[src/rtl/load_store_unit.sv]
// load_store_unit
//   Bridges the execute stage to a word-wide data memory for RV32I loads and stores.
//   Loads extract the addressed byte/half lane and sign- or zero-extend it.
//   Sub-word stores read the containing word, merge the new lane, then write it back.
//   Word stores are issued as a single write.
//   The unit handles one request at a time and signals completion with a one-cycle resp_valid.
//
// Configuration macro: MISALIGN_TRAP_EN
//   Defined:   a misaligned H/HU/W access returns at once with resp_misaligned=1 and no memory
//              access.
//   Undefined: the address is aligned down and the access completes normally.
//              resp_misaligned is always 0.
//
// Ports
//   clk, reset        rising-edge clock; synchronous active-high reset
//   req_*             request handshake (valid/ready), funct3, byte address, store data
//   resp_*            completion pulse, extended load data, misalignment flag
//   mem_*             word-addressed memory: write strobe, word index, write data, read data
module load_store_unit #(
    parameter int unsigned READ_LATENCY = 1
) (
    input  logic        clk,
    input  logic        reset,
    input  logic        req_valid,
    output logic        req_ready,
    input  logic        req_write,
    input  logic [2:0]  req_funct3,
    input  logic [31:0] req_addr,
    input  logic [31:0] req_wdata,
    output logic        resp_valid,
    output logic [31:0] resp_rdata,
    output logic        resp_misaligned,
    output logic        mem_write_enable,
    output logic [31:0] mem_address,
    output logic [31:0] mem_data_in,
    input  logic [31:0] mem_data_out
);

    typedef enum logic [1:0] {StIdle, StRd, StWr, StResp} state_t;
    typedef enum logic [1:0] {SzByte, SzHalf, SzWord} size_t;

    localparam int unsigned CntW = (READ_LATENCY > 1) ? $clog2(READ_LATENCY) : 1;
    localparam logic [CntW-1:0] CntInit = CntW'(READ_LATENCY - 1);

    // Illegal encodings (011, 11x, and stores with 10x) fall through to word width.
    function automatic size_t dec_size(input logic write, input logic [2:0] f3);
        if (f3 == 3'b000 || (!write && f3 == 3'b100)) begin
            return SzByte;
        end else if (f3 == 3'b001 || (!write && f3 == 3'b101)) begin
            return SzHalf;
        end else begin
            return SzWord;
        end
    endfunction

    state_t          state_q, state_d;
    logic [CntW-1:0] cnt_q, cnt_d;
    logic [31:0]     addr_q, addr_d;
    logic [15:0]     wdata_q, wdata_d;
    logic [2:0]      funct3_q, funct3_d;
    logic            write_q, write_d;
    logic [31:0]     rdata_q, rdata_d;
    logic            mis_q, mis_d;
    logic [31:0]     wword_q, wword_d;

    size_t       req_size, size_q;
    logic        req_mis;
    logic [7:0]  lane_byte;
    logic [15:0] lane_half;
    logic [31:0] load_data, merged;

    assign req_size = dec_size(req_write, req_funct3);
    assign size_q   = dec_size(write_q, funct3_q);

`ifdef MISALIGN_TRAP_EN
    assign req_mis = (req_size == SzHalf && req_addr[0]) ||
                     (req_size == SzWord && req_addr[1:0] != 2'b00);
`else
    // Never set, so mis_q stays 0 and the flag is constant.
    assign req_mis = 1'b0;
`endif

    // Lane extract / insert; low address bits beyond the access width are ignored,
    // which is what aligns a misaligned access down when trapping is off.
    always_comb begin
        lane_byte = mem_data_out[{addr_q[1:0], 3'b000} +: 8];
        lane_half = mem_data_out[{addr_q[1], 4'b0000} +: 16];
        load_data = mem_data_out;
        merged    = mem_data_out;
        unique case (size_q)
            SzByte: begin
                load_data = funct3_q[2] ? {24'b0, lane_byte} : {{24{lane_byte[7]}}, lane_byte};
                merged[{addr_q[1:0], 3'b000} +: 8] = wdata_q[7:0];
            end
            SzHalf: begin
                load_data = funct3_q[2] ? {16'b0, lane_half} : {{16{lane_half[15]}}, lane_half};
                merged[{addr_q[1], 4'b0000} +: 16] = wdata_q;
            end
            default: begin
            end
        endcase
    end

    always_comb begin
        state_d  = state_q;
        cnt_d    = cnt_q;
        addr_d   = addr_q;
        wdata_d  = wdata_q;
        funct3_d = funct3_q;
        write_d  = write_q;
        rdata_d  = rdata_q;
        mis_d    = mis_q;
        wword_d  = wword_q;
        unique case (state_q)
            StIdle: begin
                if (req_valid) begin
                    addr_d   = req_addr;
                    wdata_d  = req_wdata[15:0];
                    funct3_d = req_funct3;
                    write_d  = req_write;
                    rdata_d  = 32'h0;
                    mis_d    = 1'b0;
                    cnt_d    = CntInit;
                    if (req_mis) begin
                        mis_d   = 1'b1;
                        state_d = StResp;
                    end else if (req_write && req_size == SzWord) begin
                        wword_d = req_wdata;
                        state_d = StWr;
                    end else begin
                        state_d = StRd;
                    end
                end
            end
            StRd: begin
                if (cnt_q != '0) begin
                    cnt_d = cnt_q - 1'b1;
                end else if (write_q) begin
                    wword_d = merged;
                    state_d = StWr;
                end else begin
                    rdata_d = load_data;
                    state_d = StResp;
                end
            end
            StWr:    state_d = StResp;
            StResp:  state_d = StIdle;
            default: state_d = StIdle;
        endcase
    end

    always_ff @(posedge clk) begin
        if (reset) begin
            state_q  <= StIdle;
            cnt_q    <= '0;
            addr_q   <= 32'h0;
            wdata_q  <= 16'h0;
            funct3_q <= 3'b000;
            write_q  <= 1'b0;
            rdata_q  <= 32'h0;
            mis_q    <= 1'b0;
            wword_q  <= 32'h0;
        end else begin
            state_q  <= state_d;
            cnt_q    <= cnt_d;
            addr_q   <= addr_d;
            wdata_q  <= wdata_d;
            funct3_q <= funct3_d;
            write_q  <= write_d;
            rdata_q  <= rdata_d;
            mis_q    <= mis_d;
            wword_q  <= wword_d;
        end
    end

    assign req_ready        = (state_q == StIdle);
    assign resp_valid       = (state_q == StResp);
    assign resp_rdata       = rdata_q;
    assign resp_misaligned  = mis_q;
    assign mem_write_enable = (state_q == StWr);
    assign mem_address      = {2'b00, addr_q[31:2]};
    assign mem_data_in      = wword_q;

endmodule
[config.mk]
export PLATFORM = sky130hd
export DESIGN_NAME = load_store_unit
export DESIGN_NICKNAME = d
export VERILOG_FILES = /design/src/rtl/load_store_unit.sv
export SDC_FILE = /design/constraint.sdc
export NUM_CORES = 1
export LEC_CHECK = 0
export BUFFER_PORTS_ARGS = -buffer_cell sky130_fd_sc_hd__buf_2
export CORE_ASPECT_RATIO = 1.25
export CORE_UTILIZATION = 46
export CTS_CLUSTER_SIZE = 30
export DETAILED_ROUTE_END_ITERATION = 16
export GPL_ROUTABILITY_DRIVEN = 0
export PLACE_DENSITY = 0.87
export SYNTH_ARGS = -nofsm -noshare
export SYNTH_HDL_FRONTEND = slang
export SYNTH_SLANG_ARGS = --single-unit
[constraint.sdc]
create_clock -name clk -period 2.3 [get_ports clk]
set_clock_uncertainty 0.05 [all_clocks]
set_input_delay 0.345 -clock clk [delete_from_list [all_inputs] [get_ports clk]]
set_output_delay 0.345 -clock clk [all_outputs]
set_load 0.01 [all_outputs]
# --- Yosys cells after proc, flatten, opt, wreduce, memory -nomap -nowiden ---
# Cells that the tools add are included.
word_totals:
  input_bits: 103
  ram_bits: 0
  romBits: 0
  regBits: 119
  n_memories: 0
  latch_bits: 0
  elab_cells: 81
classes:
  mul: 0
  n_shift: 6
  n_eq_ne: 16
  div: 0
  add_sub_neg: 3
  bitwise_logic: 0
  magnitude_cmp: 0
  n_reduce_logical: 21
  mux: 27
ops:
  columns: ["cell", "count"]
  rows:
  - ["$mux 32", 9]
  - ["$pmux 32 s2", 4]
  - ["$bwmux 32", 2]
  - ["$shift 16x7->32 const A", 1]
  - ["$shift 8x7->32 const A", 1]
  - ["$shiftx 16x7->32", 1]
  - ["$shiftx 32x6->16", 1]
  - ["$shiftx 32x6->8", 1]
  - ["$shiftx 8x7->32", 1]
  - ["$mux 2", 7]
  - ["$neg 5->7", 2]
  - ["$eq 3x3->1 const B", 4]
  - ["$ne 2x2->1 const B", 4]
  - ["$pmux 2 s4", 1]
  - ["$eq 2x2->1 const B", 3]
  - ["$eq 3x1->1 const B", 2]
  - ["$logic_not 3->1", 2]
  - ["$reduce_and 2->1", 3]
  - ["$logic_and 1x1->1", 5]
  - ["$reduce_and 5->1", 1]
  - ["$eq 2x1->1 const B", 2]
  - ["$logic_not 2->1", 2]
  - ["$logic_or 1x1->1", 4]
  - ["$reduce_and 4->1", 1]
  - ["6 further kinds", 9]

# --- Depth between registers and ports, before layout ---
# Gate-level depths: netlist of the first run.
logic_depth:
  depth_word: 10
  ltp_mapped: 9
  ltp_nobuf: 6

# --- Worst setup path after synthesis of the first run ---
# Ideal clock, no wire load.
synth_path:
  path_kind: "register to register"
  from: "register addr_q[1]"
  to: "register wword_q[0] (netlist: mem_data_in[0])"
  n_path_buf: 2
  required_ps: 2133
  t_arrival_ps: 2040
  stages_incl_launch_ff: 9
  slack_ps: 93
  cell_sequence: "dfxtp_1 buf_2 buf_4 inv_1 ha_1 nor3b_1 o211a_1 a221o_1 a32o_1"
synth_between:
  elab_chain_len: 7
  elab_cells_between_ends: 12
  cone_classes: "add/sub (2); shift (4); mux (6)"
synth_lines:
  columns: ["element", "line_no", "source"]
  rows:
  - ["from (decl)", "58", "logic [31:0] addr_q, addr_d;"]
  - ["from (signal assigned)", "166", "addr_q <= addr_d;"]
  - ["$neg 5->7, on equally long branches", "97, 93", null]
  - ["$shiftx 16x7->32 (tied with other cells)", "97", "merged[{addr_q[1], 4'b0000} +: 16] = wdata_q;"]
  - ["$bwmux 32, on equally long branches", "97, 93", null]
  - ["$pmux 32 s2 (*)", "90", "unique case (size_q)"]
  - ["$mux 32 (*)", "138", "end else if (write_q) begin"]
  - ["$mux 32 (*)", "136", "if (cnt_q != '0) begin"]
  - ["$pmux 32 s2 (*)", "114", "unique case (state_q)"]
  - ["to (signal assigned)", "172", "wword_q <= wword_d;"]
  - ["to (decl)", "64", "logic [31:0] wword_q, wword_d;"]
# Mark *: on every way between the ends. The rest lies on a longest branch, timed or not. The select of a mux whose other input is x is not followed.
# A chain may end at the register's enable or synchronous reset.

# --- Final worst setup path of the first run ---
layout_path:
  from: "register state_q[0]"
  to: "register rdata_q[12] (netlist: resp_rdata[12])"
layout_between:
  elab_chain_len: 3
  elab_cells_between_ends: 8
  cone_classes: "eq/ne (4); mux (1); reduce/logical (3)"
layout_lines:
  columns: ["element", "line_no", "source"]
  rows:
  - ["from (decl)", "56", "state_t state_q, state_d;"]
  - ["from (signal assigned)", "154", "state_q <= StIdle;"]
  - ["from (signal assigned)", "164", "state_q <= state_d;"]
  - ["$eq 2x1->1 or $logic_not 2->1 (tied branches)", "114", null]
  - ["$ne 2x2->1 (no source line) or $reduce_bool 2->1 (tied branches)", null, null]
  - ["$reduce_and 4->1 (no source line)", null, null]
  - ["to (signal assigned)", "170", "rdata_q <= rdata_d;"]
  - ["to (decl)", "62", "logic [31:0] rdata_q, rdata_d;"]
# Several ways; a longest one is shown, not always the timed one.

==> impl_results.md, run 1 <==
* Outcome: finished clean
* Mapped Avg Cell Area at 8.305 sq um
* Pwr Total at 7.689 mW
* Crit path max-delay family: simple AND/OR/NAND/NOR gates
* Psw at 2.803 mW
* Pre-CTS setup slack at 0.08385 ns
* Ys flop type: dfxtp_1
* Clock power frac at 33.2%
* Clock-pin slew on the worst setup and hold paths at 0.06 ns
* Ratio of cells with drive above 1 in the final layout at 32.76%
* Most frequent cells in the layout: buf_2 (199), nand2_1 (132), dfxtp_1 (117)
* Slew Viols, Final at 0
* Endpoint class of the critical path: flop
* Startpoint Class: flop
* # setup viols final at 0
* First-pass GRT wire length at 31.81 mm
* FFs w/ async S/R, synth at 0%
* Root buf cell: clkbuf_16
* CP max FO at 10
* Fin. Hold Viols at 0
* Min-delay worst type: in2reg
* Seq pwr share at 34.2%
* Netlist Area Pre-Place at 0.006279 sq mm
* Total gr overflow at 0
* Post-synthesis sequential area ratio at 37.62%
* Max Freq at 459.8 MHz
* Maximum vdd drop at 0.5857 mV
* Initial antenna violation count at 0
* Post-DP HPWL at 15.28 mm
* DIE AREA at 0.01412 sq mm
* Pwr dens at 982.9 mW/mm^2
* Core Area at 0.01329 sq mm
* Sw frac at 36.45%
* Setup TNS at 0 ns
* Starting DRC count in detailed routing at 583
* Die Y at 132.6 microns
* CTS sink count at 118
* ANT nets after route at 0
* Design internal power at 4.886 mW
* RSZ-0062 raised after global routing: no
* Max-cap violations at 0
* Number of synthesized register bits at 118
* Hold slack at 0.1044 ns
* Htree depth at 4
* DRT Pass-1 Iters at 8
* Initial Utilization at 47.24%
* Worst Path Required at 2.57 ns
* Cell Area, Placed at 0.007237 sq mm
* Die X at 106.5 microns
* Remaining DRCs at 0
* Crit-path cells: inv_1, ha_1, buf_4, mux2i_1, nand2b_1, nand2_1, o32ai_1
* Final Cell Area at 0.007823 sq mm
* Number of I/O pins at 203
* Leading post-synthesis cells by cell area: dfxtp_1 (38%), nand2_1 (8.0%), a21oi_1 (6.4%)
* Max transition margin at 56.26%
* Syn Inst Count at 756
* Slew @ Worst Pin at 0.6517 ns
* Vias in the first global route at 6187
* Vias at 6542
* Area grow syn2layout at 24.59%
* Post-synth EDFFs at 0
* Avg WL per Cell at 18.97 microns
* Yosys top cell area share at 37.62%
* Crit share post-route at 94.56%
* CP max stage cell: dfxtp_1
* GRT Util Overall at 29.39%
* Post-route minimum period at 2.175 ns
* Setup ws final at 0.1251 ns
* Combinational group share of total power at 32.6%
* Vias per cell at 5.953
* Diode count at 0
* Leading area contributor after synthesis: dfxtp_1
* Synth warnings at 0
* Total wire length at 20.85 mm
* Placement Rows at 47
* Skew-Pair Late Insertion Delay at 0.42 ns
* Leak at 3.374 nW
* Hold_buf cts at 0
* Fillcell total at 1200
* CP bufs+invs at 2
* Largest net degree at the start of global routing at 48
* CTS Buffer Depth at 2
* CP arrival at 2.45 ns
* Number of CTS-inserted buffers at 17
* Commonest non-fill, non-tap cell in the layout: buf_2
* CP peak stage delay at 0.40 ns
* Synth unique cells at 56
* Input/output buffers at 199
* Layout Nets at 1027
* Setup CP Type: reg2reg
* CTS tree: yes
[Yosys cell counts, types with 2 or more instances]
library cell and number:
a31oi_1 19, a2bb2oi_1 8, a22oi_1 16, o21ai_1 2, a21o_1 10, buf_6 2, ha_1 9, o211a_1 2
mux2_2 10, nor3b_1 9, nand4_1 7, nand3_1 3, nor2b_1 15, nor2_2 2, a21boi_0 7, a221o_1 14
clkbuf_1 35, o21ai_0 26, nor2_1 23, and2_1 2, mux2i_1 14, dfxtp_1 118, or2_2 14, a32o_1 16
a41o_1 6, and3_1 8, a21oi_1 80, buf_1 2, o311ai_0 7, buf_2 15, o32ai_1 15, a221oi_1 8
o211ai_1 10, buf_4 41, nand2_1 133, inv_1 17, nand2b_1 12
[kinds of logic (layout without fill, tap and decap cells)]
kind of cell    after synthesis  after routing  share of synthesized area [%]
compound gates              256            256                          28.84
fa+ha+maj                     9              9                          1.794
buf+inv                     112            282                          9.685
flops                       118            118                          37.62
mux                          25             25                          4.384
other cells                   1              3                        0.05973
simple gates                235            235                          17.62
[power by group through the flow]
stage                     clock (mW)  sequential [mW]  combinational, mW
after floorplan                    0             2.69               1.60
after global placement             0             2.65               2.40
after detailed placement           0             2.66               2.44
after CTS                       2.57             2.62               2.46
after global routing            2.66             2.66               2.72
final                           2.55             2.63               2.51
[per-stage QoR]
| stage | util (%) | std cells |
|---|---|---|
| 5_1_grt | 58.86 | 1099 |
| 6_report | 58.86 | 1099 |
| 3_5_place_dp | 54.45 | 1067 |
| 4_1_cts | 58.75 | 1099 |
| 3_3_place_gp | 54.45 | 1067 |
| 2_1_floorplan | - | 758 |
[what timing repair did]
| action | in CTS | in global routing |
|---|---|---|
| endpoints found under the setup margin | 0 | 24 |
| buffers inserted | 0 | 0 |
| resized for setup | 0 | 4 |
[worst register-to-register path: stages (launching register included)]
cell and delay [ns]:
dfxtp_1 0.40, inv_1 0.09, ha_1 0.21, buf_4 0.18
mux2i_1 0.28, nand2b_1 0.34, nand2_1 0.31, o32ai_1 0.21
[flip-flops by register name (all words and copies together) (netlist names)]
register	count
addr_q	32
funct3_q	3
mem_data_in	32
resp_rdata	32
state_q	2
wdata_q	16
write_q	1
[area by class of cell]
type                            instances  area, sq um  area share, %
Inverter                               17        63.81         0.8157
Multi-Input combinational cell        528         3327          42.53
Clock inverter                         15        145.1          1.855
Sequential cell                       118         2364          30.21
Clock buffer                           17        425.4          5.438
Tap cell                              171        214.0          2.735
Timing Repair Buffer                  233         1284          16.41
[final timing paths]
| path | startpoint | to | slack, ns | cells after the start |
|---|---|---|---|---|
| max | state_q[0] | resp_rdata[12] | 0.13 | 7 |
| min | req_addr[16] | addr_q[16] | 0.10 | 3 |
| max reg2reg | state_q[0] | resp_rdata[12] | 0.13 | 7 |
| min reg2reg | addr_q[11] | addr_q[11] | 0.40 | 2 |
[layer usage]
metal  vias up  global-route usage [%]  part of all wire [%]
li1       3032                       -                     -
met1      3012                   32.48                    36
met5         -                       0                     0
met2       410                   48.88                    47
met3        88                   8.571                    10
met4         0                   19.03                   5.9
No activity file was read; power rests on OpenSTA's default activity.
==> run 2: changes to the inputs <==
- PLACE_DENSITY: 0.87 -> 0.85
==> impl_results.md, run 2 (synthesis results as in run 1) <==
* Most frequent cells in the layout: buf_2 (199), nand2_1 (132), dfxtp_1 (117) (unchanged)
* Root buf cell: clkbuf_16 (unchanged)
* CTS tree: yes (unchanged)
* Ratio of cells with drive above 1 in the final layout at 32.36% (was 32.76%)
* Vias in the first global route at 6190 (was 6187)
* Max transition margin at 45.53% (was 56.26%)
* CTS sink count at 118 (unchanged)
* Met1 usage at 35.16% (was 32.48%)
* Setup CP Type: reg2reg (unchanged)
* Avg WL per Cell at 18.95 microns (was 18.97 microns)
* Startpoint Class: flop (unchanged)
* Pwr dens at 979.4 mW/mm^2 (was 982.9 mW/mm^2)
* Die X at 106.5 microns (unchanged)
* Max-cap violations at 0 (unchanged)
* Slew @ Worst Pin at 0.8171 ns (was 0.6517 ns)
* Post-DP HPWL at 15.12 mm (was 15.28 mm)
* Maximum vdd drop at 0.5186 mV (was 0.5857 mV)
* CTS Buffer Depth at 2 (unchanged)
* Setup ws final at 0.1881 ns (was 0.1251 ns)
* # setup viols final at 0 (unchanged)
* Leak at 3.369 nW (was 3.374 nW)
* Skew-Pair Late Insertion Delay at 0.42 ns (about the same)
* Largest net degree at the start of global routing at 68 (was 48)
* Slew Viols, Final at 0 (unchanged)
* First-pass GRT wire length at 32.31 mm (was 31.81 mm)
* Vias at 6515 (was 6542)
* Core Area at 0.01329 sq mm (unchanged)
* Area grow syn2layout at 24.19% (was 24.59%)
* Setup TNS at 0 ns (unchanged)
* CP arrival at 2.41 ns (was 2.45 ns)
* Endpoint class of the critical path: flop (unchanged)
* Fin. Hold Viols at 0 (unchanged)
* Max Freq at 473.5 MHz (was 459.8 MHz)
* Total wire length at 20.81 mm (was 20.85 mm)
* Worst Path Required at 2.59 ns (was 2.57 ns)
* GRT met2 Usage at 49.13% (was 48.88%)
* Min-delay worst type: in2reg (unchanged)
* # Post-CTS Setup Buffers at 0 (unchanged)
* Htree depth at 4 (unchanged)
* Diode count at 0 (unchanged)
* Vias per cell at 5.934 (was 5.953)
* ANT nets after route at 0 (unchanged)
* DRT Pass-1 Iters at 7 (was 8)
* DIE AREA at 0.01412 sq mm (unchanged)
* Layout Nets at 1026 (was 1027)
* Grt peak-use layer: met2 (unchanged)
* Placement Rows at 47 (unchanged)
* Number of CTS-inserted buffers at 17 (unchanged)
* Crit share post-route at 91.82% (was 94.56%)
* Initial antenna violation count at 0 (unchanged)
* RSZ-0062 raised after global routing: no (unchanged)
* Total gr overflow at 0 (unchanged)
* GRT Util Overall at 29.64% (was 29.39%)
* Input/output buffers at 199 (unchanged)
* Number of I/O pins at 203 (unchanged)
* Die Y at 132.6 microns (unchanged)
* Post-route minimum period at 2.112 ns (was 2.175 ns)
* M3 GR Usage at 6.453% (was 8.571%)
* Pre-CTS setup slack at 0.1022 ns (was 0.08385 ns)
* Clock-pin slew on the worst setup and hold paths at 0.06 ns (about the same)
* Commonest non-fill, non-tap cell in the layout: buf_2 (unchanged)
* Outcome: finished clean (unchanged)
* Initial Utilization at 47.24% (unchanged)
* Starting DRC count in detailed routing at 566 (was 583)
* Remaining DRCs at 0 (unchanged)
* CP max FO at 35 (was 10)
-- run 2: cell count changes in the layout (fill, tap and decap cells not counted), moves of 2 or more --
cell,delta
inv_6,-4
clkbuf_1,+2
clkbuf_8,+2
clkinv_2,+2
-- run 2: worst paths after layout --
path | start | end | slack, ns | depth (start not counted)
max | state_q[0] | mem_data_in[11] | 0.19 | 8
min | req_addr[18] | addr_q[18] | 0.11 | 3
max reg2reg | state_q[0] | mem_data_in[11] | 0.19 | 8
min reg2reg | addr_q[23] | addr_q[23] | 0.40 | 2
-- run 2: layer usage --
layer / share of wire (%) / wire [microns] / up-vias
met2: 48 / 9921 / 385
met5: 0 / 0 / -
met1: 38 / 8010 / 3044
met3: 9.3 / 1938 / 65
met4: 4.5 / 941 / 0
li1: - / - / 3021
-- run 2: timing repair --
action / 4_1_cts / 5_1_grt
gates resized for setup: 0 / 1
endpoints found under the setup margin: 0 / 16
hold buffers: 0 / 0
-- run 2: worst max-delay path, stage by stage, from the launching register on --
cell,delay [ns]
dfxtp_1,0.38
inv_1,0.09
ha_1,0.21
buf_4,0.18
mux2i_1,0.18
a211oi_4,0.27
buf_4,0.37
o21ai_0,0.15
a31oi_1,0.15
-- run 2: power breakdown --
| group | total [mW] | switching, mW | internal [mW] |
|---|---|---|---|
| sequential | 2.62 | 0.236 | 2.38 |
| combinational | 2.49 | 1.51 | 0.985 |
| clock | 2.53 | 0.986 | 1.54 |
| total | 7.64 | 2.73 | 4.91 |
-- run 2: per-stage QoR --
stage / instance area [sq um] / instances / util, % / hold slack, ns / total power [mW]
floorplan: 6286 / 758 / - / 0.3867 / 4.292
global placement: 7229 / 1066 / 54.40 / 0.3865 / 5.034
detailed placement: 7229 / 1066 / 54.40 / 0.3930 / 5.093
CTS: 7791 / 1098 / 58.62 / 0.1066 / 7.613
global route: 7797 / 1098 / 58.67 / 0.1011 / 7.989
finish: 7797 / 1098 / 58.67 / 0.1069 / 7.637
-- run 2: layout make-up --
cell class / count / area (sq um)
fill: 1247 / 5493
clock inverter: 11 / 101.3
multi-input combinational: 528 / 3326
sequential: 118 / 2364
timing repair buffer: 232 / 1269
inverter: 17 / 63.81
tap: 171 / 214.0
clock buffer: 21 / 460.4
==> run 3: changes to the inputs <==
- CORE_MARGIN: unset -> 2
- CORE_UTILIZATION: 46 -> 51
- GPL_ROUTABILITY_DRIVEN: 0 -> unset
- PLACE_DENSITY: 0.85 -> 0.89
- clock period: 2.3 -> 2 ns (I/O delays scaled with it)
==> impl_results.md, run 3 (synthesis results as in run 1) <==
* Outcome: finished clean (unchanged)
* Root buf cell: clkbuf_16 (unchanged)
* Max transition margin at 56.69% (was 45.53%)
* Pwr dens at 1117 mW/mm^2 (was 979.4 mW/mm^2)
* Initial Utilization at 51.87% (was 47.24%)
* Clock-pin slew on the worst setup and hold paths at 0.06 ns (about the same)
* Number of I/O pins at 203 (unchanged)
* Post-DP HPWL at 15.18 mm (was 15.12 mm)
* Remaining DRCs at 0 (unchanged)
* Worst Path Required at 2.27 ns (was 2.59 ns)
* Ratio of cells with drive above 1 in the final layout at 34.86% (was 32.36%)
* GRT Util Overall at 30.57% (was 29.64%)
* # setup viols final at 0 (unchanged)
* Slew Viols, Final at 0 (unchanged)
* DRT Pass-1 Iters at 7 (unchanged)
* Max Freq at 513.6 MHz (was 473.5 MHz)
* Max-cap violations at 0 (unchanged)
* DIE AREA at 0.01322 sq mm (was 0.01412 sq mm)
* CP bufs+invs at 1 (was 3)
* DP Cell Count at 1069 (was 1066)
* Vias per cell at 5.982 (was 5.934)
* Crit-path cells: inv_2, ha_4, and4b_2, a2111oi_0, a2111o_1, a31oi_1 (was inv_1, ha_1, buf_4, mux2i_1, a211oi_4, buf_4, o21ai_0, a31oi_1)
* Worst reg-to-reg setup slack at 0.05 ns (was 0.19 ns)
* Min-delay worst type: in2reg (unchanged)
* Initial antenna violation count at 0 (unchanged)
* Diode count at 0 (unchanged)
* Die X at 103.2 microns (was 106.5 microns)
* CP peak stage delay at 0.41 ns (was 0.38 ns)
* Gpl congestion at 0.9520
* Input/output buffers at 199 (unchanged)
* CTS sink count at 118 (unchanged)
* Core Area at 0.01211 sq mm (was 0.01329 sq mm)
* Area grow syn2layout at 27.24% (was 24.19%)
* CTS tree: yes (unchanged)
* Setup CP Type: reg2reg (unchanged)
* Most frequent cells in the layout: buf_2 (199), nand2_1 (130), dfxtp_1 (116) (was buf_2 (199), nand2_1 (132), dfxtp_1 (117))
* Startpoint Class: flop (unchanged)
* Commonest non-fill, non-tap cell in the layout: buf_2 (unchanged)
* Crit path max-delay family: compound AO/OA/AOI/OAI gates (was buffers and inverters)
* CP max stage cell: dfxtp_2 (was dfxtp_1)
* Endpoint class of the critical path: flop (unchanged)
* Total gr overflow at 0 (unchanged)
* Starting DRC count in detailed routing at 669 (was 566)
* Setup TNS at 0 ns (unchanged)
* Skew-Pair Late Insertion Delay at 0.41 ns (was 0.42 ns)
* Leak at 3.466 nW (was 3.369 nW)
* Post-route insts no fill at 1105 (was 1098)
* Hold_buf cts at 0 (unchanged)
* Crit share post-route at 97.35% (was 91.82%)
* Vias at 6610 (was 6515)
* Beginning of the critical path: addr_q[1] (was state_q[0])
* First-pass GRT wire length at 30.95 mm (was 32.31 mm)
* CP arrival at 2.22 ns (was 2.41 ns)
* Hold Startpoint: req_addr[17] (was req_addr[18])
* Post-route minimum period at 1.947 ns (was 2.112 ns)
* Fin. Hold Viols at 0 (unchanged)
* Die Y at 128.1 microns (was 132.6 microns)
* Multi-input gate area at 0.003368 sq mm (was 0.003326 sq mm)
* Launch point of the worst reg-to-reg path: addr_q[1] (was state_q[0])
* Largest net degree at the start of global routing at 47 (was 68)
* CP max FO at 8 (was 35)
* Maximum vdd drop at 0.7599 mV (was 0.5186 mV)
* ANT nets after route at 0 (unchanged)
* Total wire length at 20.71 mm (was 20.81 mm)
* CTS Buffer Depth at 2 (unchanged)
* Number of CTS-inserted buffers at 17 (unchanged)
* Reg area at 0.002365 sq mm (was 0.002364 sq mm)
* Layout Nets at 1040 (was 1026)
* Placement Rows at 45 (was 47)
* Slew @ Worst Pin at 0.6496 ns (was 0.8171 ns)
* Fillcell total at 1000 (was 1247)
* Avg WL per Cell at 18.74 microns (was 18.95 microns)
* Htree depth at 4 (unchanged)
* Vias in the first global route at 6067 (was 6190)
==> run 3: path summary, 6_finish.rpt <==
check | end | cells past startpoint
worst min-delay path | addr_q[17] | 3
worst min register to register | addr_q[17] | 2
worst max-delay path | mem_data_in[13] | 6
worst max register to register | mem_data_in[13] | 6
==> run 3: metrics by stage <==
| stage | worst slack (ns) | utilization, % | hold WS, ns | total power, mW | instance area (sq um) |
|---|---|---|---|---|---|
| floorplan | -0.00004996 | - | 0.3785 | 4.952 | 6314 |
| global placement | -0.04573 | 60.48 | 0.3881 | 5.864 | 7321 |
| detailed placement | -0.1582 | 60.48 | 0.3930 | 5.926 | 7321 |
| CTS | 0.02639 | 65.24 | 0.06227 | 8.843 | 7898 |
| global route | -0.01123 | 65.99 | 0.06116 | 9.356 | 7989 |
| finish | 0.05294 | 65.99 | 0.07518 | 8.926 | 7989 |
==> run 3: per-layer routing <==
metal,track usage (%),vias up,share of wire (%)
li1,-,3062,-
met1,36.78,3060,38
met2,50.11,406,47
met3,7.197,82,9.5
met4,16.02,0,5.2
met5,0,-,0
==> run 3: area by class of cell <==
class	instances	area share, %
clock buffer	18	5.497
clock inverter	14	1.597
inverter	17	0.7987
multi-input combinational	528	42.16
sequential	118	29.60
tap	164	2.569
timing repair buffer	246	17.78
==> run 3: power breakdown <==
part           internal [mW]  total (mW)  switching, mW
sequential              2.74        3.02          0.278
combinational           1.25        3.01           1.76
clock                   1.75        2.90           1.15
total                   5.74        8.93           3.19
==> run 3: worst min-delay path: stages <==
cell     delay (ns)
buf_2          0.10
nand2_1        0.04
a21oi_1        0.05
==> run 3: what timing repair did <==
action	CTS	global route
buffers inserted	0	3
resized for setup	2	19
pin swaps	0	3
endpoints found under the setup margin	17	42
cloned	0	1
